==> config.mk <==
export PLATFORM = sky130hd
export DESIGN_NAME = mem_stage
export DESIGN_NICKNAME = d
export VERILOG_FILES = /design/src/rtl/mem_pkg.sv /design/src/rtl/mem_align.sv /design/src/rtl/mem_stage.sv
export SDC_FILE = /design/constraint.sdc
export NUM_CORES = 1
export LEC_CHECK = 0
export ABC_AREA = 1
export CAP_MARGIN = 20
export CORE_UTILIZATION = 47
export CTS_CLUSTER_SIZE = 12
export DETAILED_ROUTE_END_ITERATION = 10
export PLACE_DENSITY = 0.86
export SYNTH_ARGS = -nofsm -noshare
export SYNTH_HDL_FRONTEND = slang
export SYNTH_HIERARCHICAL = 1
export SYNTH_SLANG_ARGS = --single-unit
==> constraint.sdc <==
create_clock -name clk -period 4.25 [get_ports clk]
set_clock_uncertainty 0.2 [all_clocks]
set_input_delay 0.6375 -clock clk [delete_from_list [all_inputs] [get_ports clk]]
set_output_delay 0.6375 -clock clk [all_outputs]
set_load 0.1 [all_outputs]
==> src/rtl/mem_pkg.sv <==
// Shared types and constants for the memory stage: op encoding, funct3 size codes,
// FSM states and the writeback record.
package mem_pkg;

   localparam int unsigned XLEN  = 32;
   localparam int unsigned RF_AW = 5;

   typedef enum logic [1:0] {
      MemNone  = 2'b00,
      MemLoad  = 2'b01,
      MemStore = 2'b10
   } mem_op_t;

   localparam logic [2:0] F3_B  = 3'b000;
   localparam logic [2:0] F3_H  = 3'b001;
   localparam logic [2:0] F3_W  = 3'b010;
   localparam logic [2:0] F3_BU = 3'b100;
   localparam logic [2:0] F3_HU = 3'b101;

   typedef enum logic [1:0] {
      StIdle  = 2'b00,
      StReq   = 2'b01,
      StWaitR = 2'b10
   } mem_state_t;

   typedef struct packed {
      logic [RF_AW-1:0] rd;
      logic [XLEN-1:0]  data;
      logic             reg_write;
   } mem_result_t;

endpackage

==> src/rtl/mem_align.sv <==
// Lane logic: store byte enables / replicated write data, load lane extraction with
// sign/zero extension, and the misaligned/illegal access flag.
module mem_align
   import mem_pkg::*;
(
   input  logic [1:0]      i_lane,
   input  logic [2:0]      i_funct3,
   input  logic            i_store,
   input  logic [XLEN-1:0] i_store_data,
   input  logic [XLEN-1:0] i_load_data,
   output logic [3:0]      o_be,
   output logic [XLEN-1:0] o_wdata,
   output logic [XLEN-1:0] o_load_data,
   output logic            o_misalign
);

   logic [7:0]  w_byte;
   logic [15:0] w_half;

   assign w_byte = i_load_data[{i_lane, 3'b000} +: 8];
   assign w_half = i_lane[1] ? i_load_data[31:16] : i_load_data[15:0];

   always_comb begin
      o_be        = 4'b0000;
      o_wdata     = i_store_data;
      o_load_data = i_load_data;
      o_misalign  = 1'b0;
      case (i_funct3)
         F3_B: begin
            o_be        = 4'b0001 << i_lane;
            o_wdata     = {4{i_store_data[7:0]}};
            o_load_data = {{24{w_byte[7]}}, w_byte};
         end
         F3_H: begin
            o_be        = 4'b0011 << i_lane;
            o_wdata     = {2{i_store_data[15:0]}};
            o_load_data = {{16{w_half[15]}}, w_half};
            o_misalign  = i_lane[0];
         end
         F3_W: begin
            o_be       = 4'hF;
            o_misalign = |i_lane;
         end
         // Unsigned variants only exist for loads; a store using them is illegal.
         F3_BU: begin
            o_load_data = {24'h0, w_byte};
            o_misalign  = i_store;
         end
         F3_HU: begin
            o_load_data = {16'h0, w_half};
            o_misalign  = i_lane[0] | i_store;
         end
         default: o_misalign = 1'b1;
      endcase
   end

endmodule

==> src/rtl/mem_stage.sv <==
// Pipeline memory stage: one instruction per handshake, load/store over the
// req/gnt/rvalid data bus, single output register towards writeback.
module mem_stage
   import mem_pkg::*;
#(
   parameter int unsigned DATA_WIDTH    = 32,
   parameter int unsigned NUM_REGISTERS = 32,
   localparam int unsigned ADDRESS_WIDTH = $clog2(NUM_REGISTERS)
) (
   input  logic                      clk,
   input  logic                      rst_n,
   input  logic                      ex_valid_in,
   output logic                      ex_ready_out,
   input  logic [DATA_WIDTH-1:0]     alu_result_in,
   input  logic [DATA_WIDTH-1:0]     rs2_data_in,
   input  logic [ADDRESS_WIDTH-1:0]  rd_in,
   input  logic                      reg_write_in,
   input  mem_op_t                   mem_op_in,
   input  logic [2:0]                funct3_in,
   output logic                      dmem_req_out,
   output logic                      dmem_we_out,
   output logic [DATA_WIDTH-1:0]     dmem_addr_out,
   output logic [DATA_WIDTH-1:0]     dmem_wdata_out,
   output logic [DATA_WIDTH/8-1:0]   dmem_be_out,
   input  logic                      dmem_gnt_in,
   input  logic                      dmem_rvalid_in,
   input  logic [DATA_WIDTH-1:0]     dmem_rdata_in,
   output logic                      wb_valid_out,
   input  logic                      wb_ready_in,
   output logic [ADDRESS_WIDTH-1:0]  wb_rd_out,
   output logic [DATA_WIDTH-1:0]     wb_data_out,
   output logic                      wb_reg_write_out,
   output logic                      misalign_exc_out
);

   if (DATA_WIDTH != 32) begin : g_bad_data_width
      $error("mem_stage: only DATA_WIDTH=32 is supported");
   end
   if (ADDRESS_WIDTH != RF_AW) begin : g_bad_rf_size
      $error("mem_stage: NUM_REGISTERS must give a 5-bit register index");
   end

   mem_state_t               r_state, w_state_d;
   logic [DATA_WIDTH-1:0]    r_addr, r_wdata;
   logic [3:0]               r_be;
   logic                     r_we;
   logic [1:0]               r_lane;
   logic [2:0]               r_funct3;
   logic [ADDRESS_WIDTH-1:0] r_rd;
   logic                     r_reg_write;
   mem_result_t              r_res, w_res_d;
   logic                     r_wb_valid, w_wb_valid_d;
   logic                     r_misalign, w_misalign_d;

   logic                     w_accept, w_capture, w_res_load;
   logic [1:0]               w_lane;
   logic [2:0]               w_funct3;
   logic [3:0]               w_be;
   logic [DATA_WIDTH-1:0]    w_wdata, w_load_data;
   logic                     w_misalign;

   assign ex_ready_out = (r_state == StIdle) && (!r_wb_valid || wb_ready_in);
   assign w_accept     = ex_valid_in && ex_ready_out;

   // Shared aligner: decodes the incoming op in IDLE, the captured op while waiting.
   assign w_lane   = (r_state == StIdle) ? alu_result_in[1:0] : r_lane;
   assign w_funct3 = (r_state == StIdle) ? funct3_in : r_funct3;

   mem_align u_align (
      .i_lane       (w_lane),
      .i_funct3     (w_funct3),
      .i_store      (mem_op_in == MemStore),
      .i_store_data (rs2_data_in),
      .i_load_data  (dmem_rdata_in),
      .o_be         (w_be),
      .o_wdata      (w_wdata),
      .o_load_data  (w_load_data),
      .o_misalign   (w_misalign)
   );

   always_comb begin
      w_state_d    = r_state;
      w_capture    = 1'b0;
      w_res_load   = 1'b0;
      w_res_d      = r_res;
      w_misalign_d = 1'b0;
      case (r_state)
         StIdle: begin
            if (w_accept) begin
               if (mem_op_in == MemLoad || mem_op_in == MemStore) begin
                  if (w_misalign) begin
                     w_res_load   = 1'b1;
                     w_res_d      = '{rd: rd_in, data: alu_result_in, reg_write: 1'b0};
                     w_misalign_d = 1'b1;
                  end else begin
                     w_capture = 1'b1;
                     w_state_d = StReq;
                  end
               end else begin
                  w_res_load = 1'b1;
                  w_res_d    = '{rd: rd_in, data: alu_result_in, reg_write: reg_write_in};
               end
            end
         end
         StReq: begin
            if (dmem_gnt_in) begin
               if (r_we) begin
                  w_res_load = 1'b1;
                  w_res_d    = '{rd: r_rd, data: '0, reg_write: 1'b0};
                  w_state_d  = StIdle;
               end else begin
                  w_state_d = StWaitR;
               end
            end
         end
         StWaitR: begin
            if (dmem_rvalid_in) begin
               w_res_load = 1'b1;
               w_res_d    = '{rd: r_rd, data: w_load_data, reg_write: r_reg_write};
               w_state_d  = StIdle;
            end
         end
         default: w_state_d = StIdle;
      endcase
      w_wb_valid_d = w_res_load || (r_wb_valid && !wb_ready_in);
   end

   always_ff @(posedge clk or negedge rst_n) begin
      if (!rst_n) begin
         r_state     <= StIdle;
         r_addr      <= '0;
         r_wdata     <= '0;
         r_be        <= '0;
         r_we        <= 1'b0;
         r_lane      <= '0;
         r_funct3    <= '0;
         r_rd        <= '0;
         r_reg_write <= 1'b0;
         r_res       <= '0;
         r_wb_valid  <= 1'b0;
         r_misalign  <= 1'b0;
      end else begin
         r_state    <= w_state_d;
         r_wb_valid <= w_wb_valid_d;
         r_misalign <= w_misalign_d;
         if (w_capture) begin
            r_addr      <= {alu_result_in[DATA_WIDTH-1:2], 2'b00};
            r_we        <= (mem_op_in == MemStore);
            r_be        <= w_be;
            r_wdata     <= w_wdata;
            r_lane      <= alu_result_in[1:0];
            r_funct3    <= funct3_in;
            r_rd        <= rd_in;
            r_reg_write <= reg_write_in;
         end
         if (w_res_load) begin
            r_res <= w_res_d;
         end
      end
   end

   assign dmem_req_out     = (r_state == StReq);
   assign dmem_we_out      = r_we;
   assign dmem_addr_out    = r_addr;
   assign dmem_wdata_out   = r_wdata;
   assign dmem_be_out      = r_be;
   assign wb_valid_out     = r_wb_valid;
   assign wb_rd_out        = r_res.rd;
   assign wb_data_out      = r_res.data;
   assign wb_reg_write_out = r_res.reg_write;
   assign misalign_exc_out = r_misalign;

endmodule
After elaboration in Yosys (flattened, before gate mapping):

Index checks and enable logic that the tools add are counted.

* bits in registers: 120
* input port bits: 113
* output and inout port bits: 111

* equality and inequality tests: 15
* shift-type cells: 3
* mux-type cells: 35
* bitwise gates (word level): 1
* reductions and logical operators: 14

Operators by type and width (count)
* 2-to-1 mux 38 bit: 6
* one-hot mux 32 bit (4 select lines): 1
* one-hot mux 38 bit (3 select lines): 1
* one-hot mux 32 bit (2 select lines): 1
* indexed part select 32 x 6 -> 8 bit: 1
* 2-to-1 mux 16 bit: 1
* 2-to-1 mux 2 bit: 7
* 2-to-1 mux 1 bit: 13
* one-hot mux 4 bit (3 select lines): 1
* AND reduction 7 bit: 1
* == test 3 bit, second input constant: 2
* != test 2 x 1 -> 1 bit, second input constant: 3
* != test 2 bit, second input constant: 3
* one-hot mux 2 bit (3 select lines): 1
* one-hot mux 1 bit (5 select lines): 1
* AND reduction 5 bit: 1
* == test 2 x 1 -> 1 bit, second input constant: 2
* == test 2 bit, second input constant: 2
* left shift 1 x 2 -> 4 bit, first input constant: 1
* left shift 2 x 2 -> 4 bit, first input constant: 1
* == test 3 x 1 -> 1 bit, second input constant: 1
* == test 3 x 2 -> 1 bit, second input constant: 1
* logical AND 1 bit: 3
* zero test 3 bit: 1
* 9 further kinds: 12

Logic depth before layout (Yosys ltp):

* word-level depth: 9
* gate-level depth with buffers: 22
* depth with buffers taken out: 18

Hierarchy:

The synthesis kept the hierarchy.

By module, submodules not included
* mem_stage: instances 1, cells an instance 693, area an instance 5683.0 sq um, sequential area each 3002.9 sq um
* mem_align: instances 1, cells an instance 309, area an instance 1356.3 sq um, sequential area each 0.0 sq um

Least setup slack after synthesis:

No wires, ideal clock.

* kind: register -> register
* start point: register r_state[0]
* end point: register r_res, in the netlist wb_data_out[19]
* setup time: 121 ps
* data arrival time: 2781 ps
* data required time: 3929 ps
* path slack: 1148 ps
* stages on the path, launching flop included: 20
* buffers on the path: 4
* clock period less this slack: 3102 ps
* cells stage by stage: dfrtp_1 -> inv_1 -> ha_1 -> inv_2 -> clkbuf_1 -> o21ai_0 -> nand2_2 -> nor2_2 -> buf_4 -> nand2_1 -> nand4_1 -> inv_1 -> nand2_1 -> nand4_1 -> nand2_1 -> nand2_1 -> buf_2 -> buf_6 -> o21bai_1 -> nand2_1

* longest elaborated chain between the ends: 9
* elaborated cells on any way between the ends: 31
* classes of those cells: 11 x eq/ne; 1 x shift; 11 x mux; 1 x bitwise; 7 x reduce/logical

RTL lines
* start: declaration: RTL line mem_stage.sv:43 `mem_state_t r_state, w_state_d;`
* start signal: assignment: RTL line mem_stage.sv:130 `r_state <= StIdle;`
* start signal: assignment: RTL line mem_stage.sv:143 `r_state <= w_state_d;`
* zero test 2 bit (*): RTL line mem_stage.sv:67 `assign w_funct3 = (r_state == StIdle) ? funct3_in : r_funct3;`
* 2-to-1 mux 3 bit (*): RTL line mem_stage.sv:67
* named net w_funct3[0]: RTL line mem_stage.sv:57 `logic [2:0] w_funct3;`
* == test 3 bit, or another cell as far along: RTL line mem_align.sv:28 `case (i_funct3)`
* one-hot mux 1 bit (5 select lines) (*): RTL line mem_align.sv:28
* named net w_misalign: RTL line mem_stage.sv:60 `logic w_misalign;`
* 2-to-1 mux 1 bit: RTL line mem_stage.sv:91 `if (w_misalign) begin`
* 2-to-1 mux 1 bit: RTL line mem_stage.sv:90 `if (mem_op_in == MemLoad || mem_op_in == MemStore) begin`
* 2-to-1 mux 1 bit: RTL line mem_stage.sv:89 `if (w_accept) begin`
* one-hot mux 1 bit (3 select lines): RTL line mem_stage.sv:87 `case (r_state)`
* AND reduction 7 bit (no source line) (*)
* end signal: assignment: RTL line mem_stage.sv:157 `r_res <= w_res_d;`
* end: declaration: RTL line mem_stage.sv:51 `mem_result_t r_res, w_res_d;`

Mark *: on every way through the listed nets, which the timed path passes. The rest lies on a longest branch. The select of a mux whose other input is x is not followed.
A chain may end at the register's enable or synchronous reset.

Worst setup path in the final report:

* start point: register r_state[1]
* end point: register r_res, in the netlist wb_data_out[14]

The elaborated chain is that of the path after synthesis.

==> key figures <==
Status
  • Status: finished, final reports clean

CTS
  • H-tree depth: 4
  • CTS Hold Bufs: 0
  • Num CTS Buffers: 17
  • CTS tree: done
  • # resized after CTS: 0
  • Clock tree buffer depth: 2
  • Clk_lat worst skew: around 0.42 ns
  • Clock sinks: 120
  • Clk root buf: clkbuf_16
  • CTS clk-pin slew, worst paths: 0.06 ns
  • Post-CTS setup buffer count: 0

Cells and area
  • # fillers: 1222
  • Area grow syn2layout: 39.1%
  • Layout cell share with drive strength beyond 1: 0.0608
  • Ant. Diodes: 0
  • Nets: around 1.3k
  • Final Non-Filler Cells: roughly 1.4k

Detailed routing
  • Final ANT Viol Nets: 0
  • DRT Wirelength: 21000 µm
  • Initial drt markers: 716
  • DRC: 0
  • Vias/cell: just over 5
  • WL/cell: around 15 µm
  • TritonRoute pass-1 iters: 5
  • Routed vias: around 7.1k

Synth
  • Synth warn: 6
  • Simple-Gate Fraction of Synth Area: 0.289
  • Synth top area share: 0.427
  • Largest family of logic cells by synthesized area: simple AND/OR/NAND/NOR gates
  • Xor/xnor cell area share of the yosys netlist: 0
  • Top-count cell post-synth: nand2_1
  • Synth Cell Area: roughly 7000 µm²
  • #FFs+latches synth: 120
  • Post-synthesis mux area share: 0
  • FFs w/ async S/R, synth: 1.00
  • Yosys cell types: 28
  • Top cells by count, synth: nand2_1 (365), inv_1 (135), dfrtp_1 (120), nand3_1 (102), o21ai_0 (101)
  • Dominant cells by area after synthesis: dfrtp_1 (43%), nand2_1 (19%), nand3_1 (7.3%), inv_1 (7.2%), o21ai_0 (7.2%)
  • Seq/Total Area, Yosys: 0.427
  • Adder-Cell Fraction of Synth Area: 0.00889
  • EDFF count, synth: 0
  • Dominant synthesized flop cell: dfrtp_1
  • Syn Area/Cell: between 7 and 8 µm²
  • Post-synthesis cell count: between 1k and 1.5k
  • Complex-gate fraction of the synthesized area: 0.132
  • Post-synth top area cell: dfrtp_1

Timing
  • Max Fclk: a little under 300 MHz
  • Final number of setup-violating endpoints: 0
  • Tcrit/Tclk final: 0.789
  • Sum Neg Setup Slack: 0 ns
  • Unrepaired setup endpoints after global routing: no
  • Measured slew at the worst slew-check pin: approximately 1.1 ns
  • Fin. max-slew vios: 0
  • Fin crit period: 3.36 ns
  • Relative slew slack: 0.294
  • Final hold viol count: 0

Place
  • Gp weighted congestion: just over 0.9
  • # port buffers: 221
  • HPWL Detailed: between 10000 and 15000 µm
  • Placed Instances: approximately 1.4k

Die
  • Die width: around 120 µm
  • I/O Pins: 224
  • Initial cell density of the core: 0.483
  • Core Box Area: around 15000 µm²
  • Die ar.: approximately 15000 µm²
  • Cell Rows: 44
  • Die H: between 100 and 150 µm

Setup path
  • Worst path required time: about 4.4 ns
  • Crit path capture type: register
  • Crit Path Max Fanout: 38
  • Kind of critical path: register to register
  • CP startpoint kind: register
  • CP arrival: around 3.5 ns

Global route
  • Tot GR Track Use: 0.279
  • GRT overflow: 0
  • Initial antenna violation count: 0
  • Vias in the first global route: roughly 6.6k
  • First-pass GRT wire length: ~34000 µm
  • Largest net degree at the start of global routing: 77

Hold path
  • Hold Crit Class: input pin to asynchronous set/reset pin

Job
  • Maxcap violations: 0
[cell type report]
cell class              instances  area (µm²)  share of cell area
clock buffers                  17         425              0.0434
clock inverters                15         165              0.0169
inverters                     144         543              0.0554
multi-input cells             668        3070               0.313
flip-flops and latches        120        3000               0.307
well taps                     184         230              0.0235
repair buffers                237        2360               0.241
[cell families after synthesis]
| kind of cell | after synthesis |
|---|---|
| other | 1 |
| adders and majority gates | 5 |
| and+or+nand+nor | 498 |
| AOI/OAI and AO/OA | 163 |
| DFF | 120 |
| buffers and inverters | 215 |
[cells in the final DEF (no fill, tap or decap), types with 2 or more instances in the layout]
master           count
nand2_2              3
clkdlybuf4s50_1    219
clkbuf_16           17
bufinv_16            2
ha_1                 4
inv_1              135
nor2_1              19
inv_2                8
inv_6                6
clkinv_4             2
conb_1               2
nand3_1            100
nand2_1            365
o211ai_1             2
o21ai_1              9
o21bai_1            38
a21oi_1              9
clkinvlp_4           4
nand4_1              3
nor2_2               4
buf_4               16
nand3_4              2
dfrtp_1            120
o21ai_0            100
[worst max-delay path, cell delays in order, from the launching register on]
cell,delay [ns]
dfrtp_1,0.40
inv_1,0.11
ha_2,0.25
inv_2,0.12
o21ai_0,0.43
nand2_2,0.23
nor2_2,0.15
nand2_1,0.08
nand4_1,0.10
inv_1,0.06
nand2_1,0.08
inv_1,0.07
nand2_1,0.08
nand3_2,0.09
inv_2,0.54
nand3_1,0.16
nand2_1,0.12
[path summary, 6_finish.rpt]
| path | startpoint | end | slack (ns) | depth (start not counted) |
|---|---|---|---|---|
| min in group clk | dmem_wdata_out[0] | dmem_wdata_out[0] | 0.28 | 2 |
| min reg2reg | dmem_wdata_out[0] | dmem_wdata_out[0] | 0.28 | 2 |
| min | rst_n | wb_data_out[23] | 0.10 | 1 |
| max | r_state[1] | wb_data_out[14] | 0.89 | 16 |
| max reg2reg | r_state[1] | wb_data_out[14] | 0.89 | 16 |
| max in group asynchronous | rst_n | dmem_addr_out[18] | 2.78 | 2 |
[per-layer routing]
metal,share of wire,routed length [µm],global-route usage,vias to the layer above
met3,0.097,2030,0.0928,32
met5,0,0,0,-
met1,0.41,8660,0.358,3253
met2,0.47,9980,0.449,336
met4,0.016,344,0.0808,0
li1,-,-,-,3476
[sequential cells by signal, summed over array words and instances (netlist names)]
| signal | flops |
|---|---|
| r_lane | 2 |
| dmem_be_out | 4 |
| misalign_exc_out | 1 |
| wb_reg_write_out | 1 |
| r_funct3 | 3 |
| wb_data_out | 32 |
| wb_valid_out | 1 |
| r_reg_write | 1 |
| r_state | 2 |
| dmem_wdata_out | 32 |
| dmem_addr_out | 30 |
| r_rd | 5 |
| wb_rd_out | 5 |
| dmem_we_out | 1 |
[per-stage QoR]
| step | setup WS (ns) | hold slack (ns) | util | cell area [µm²] |
|---|---|---|---|---|
| finish | 0.895 | 0.103 | 0.671 | 9790 |
| global route | 0.472 | 0.170 | 0.671 | 9790 |
| CTS | 0.811 | 0.139 | 0.668 | 9750 |
| detailed placement | 0.530 | 0.264 | 0.628 | 9160 |
| global placement | 0.598 | 0.265 | 0.628 | 9160 |
| floorplan | 1.15 | 0.142 | - | 7040 |
Power is left out: the tool's default activity adds up to more than one toggle a clock period on the data nets, which glitch-free logic cannot reach.
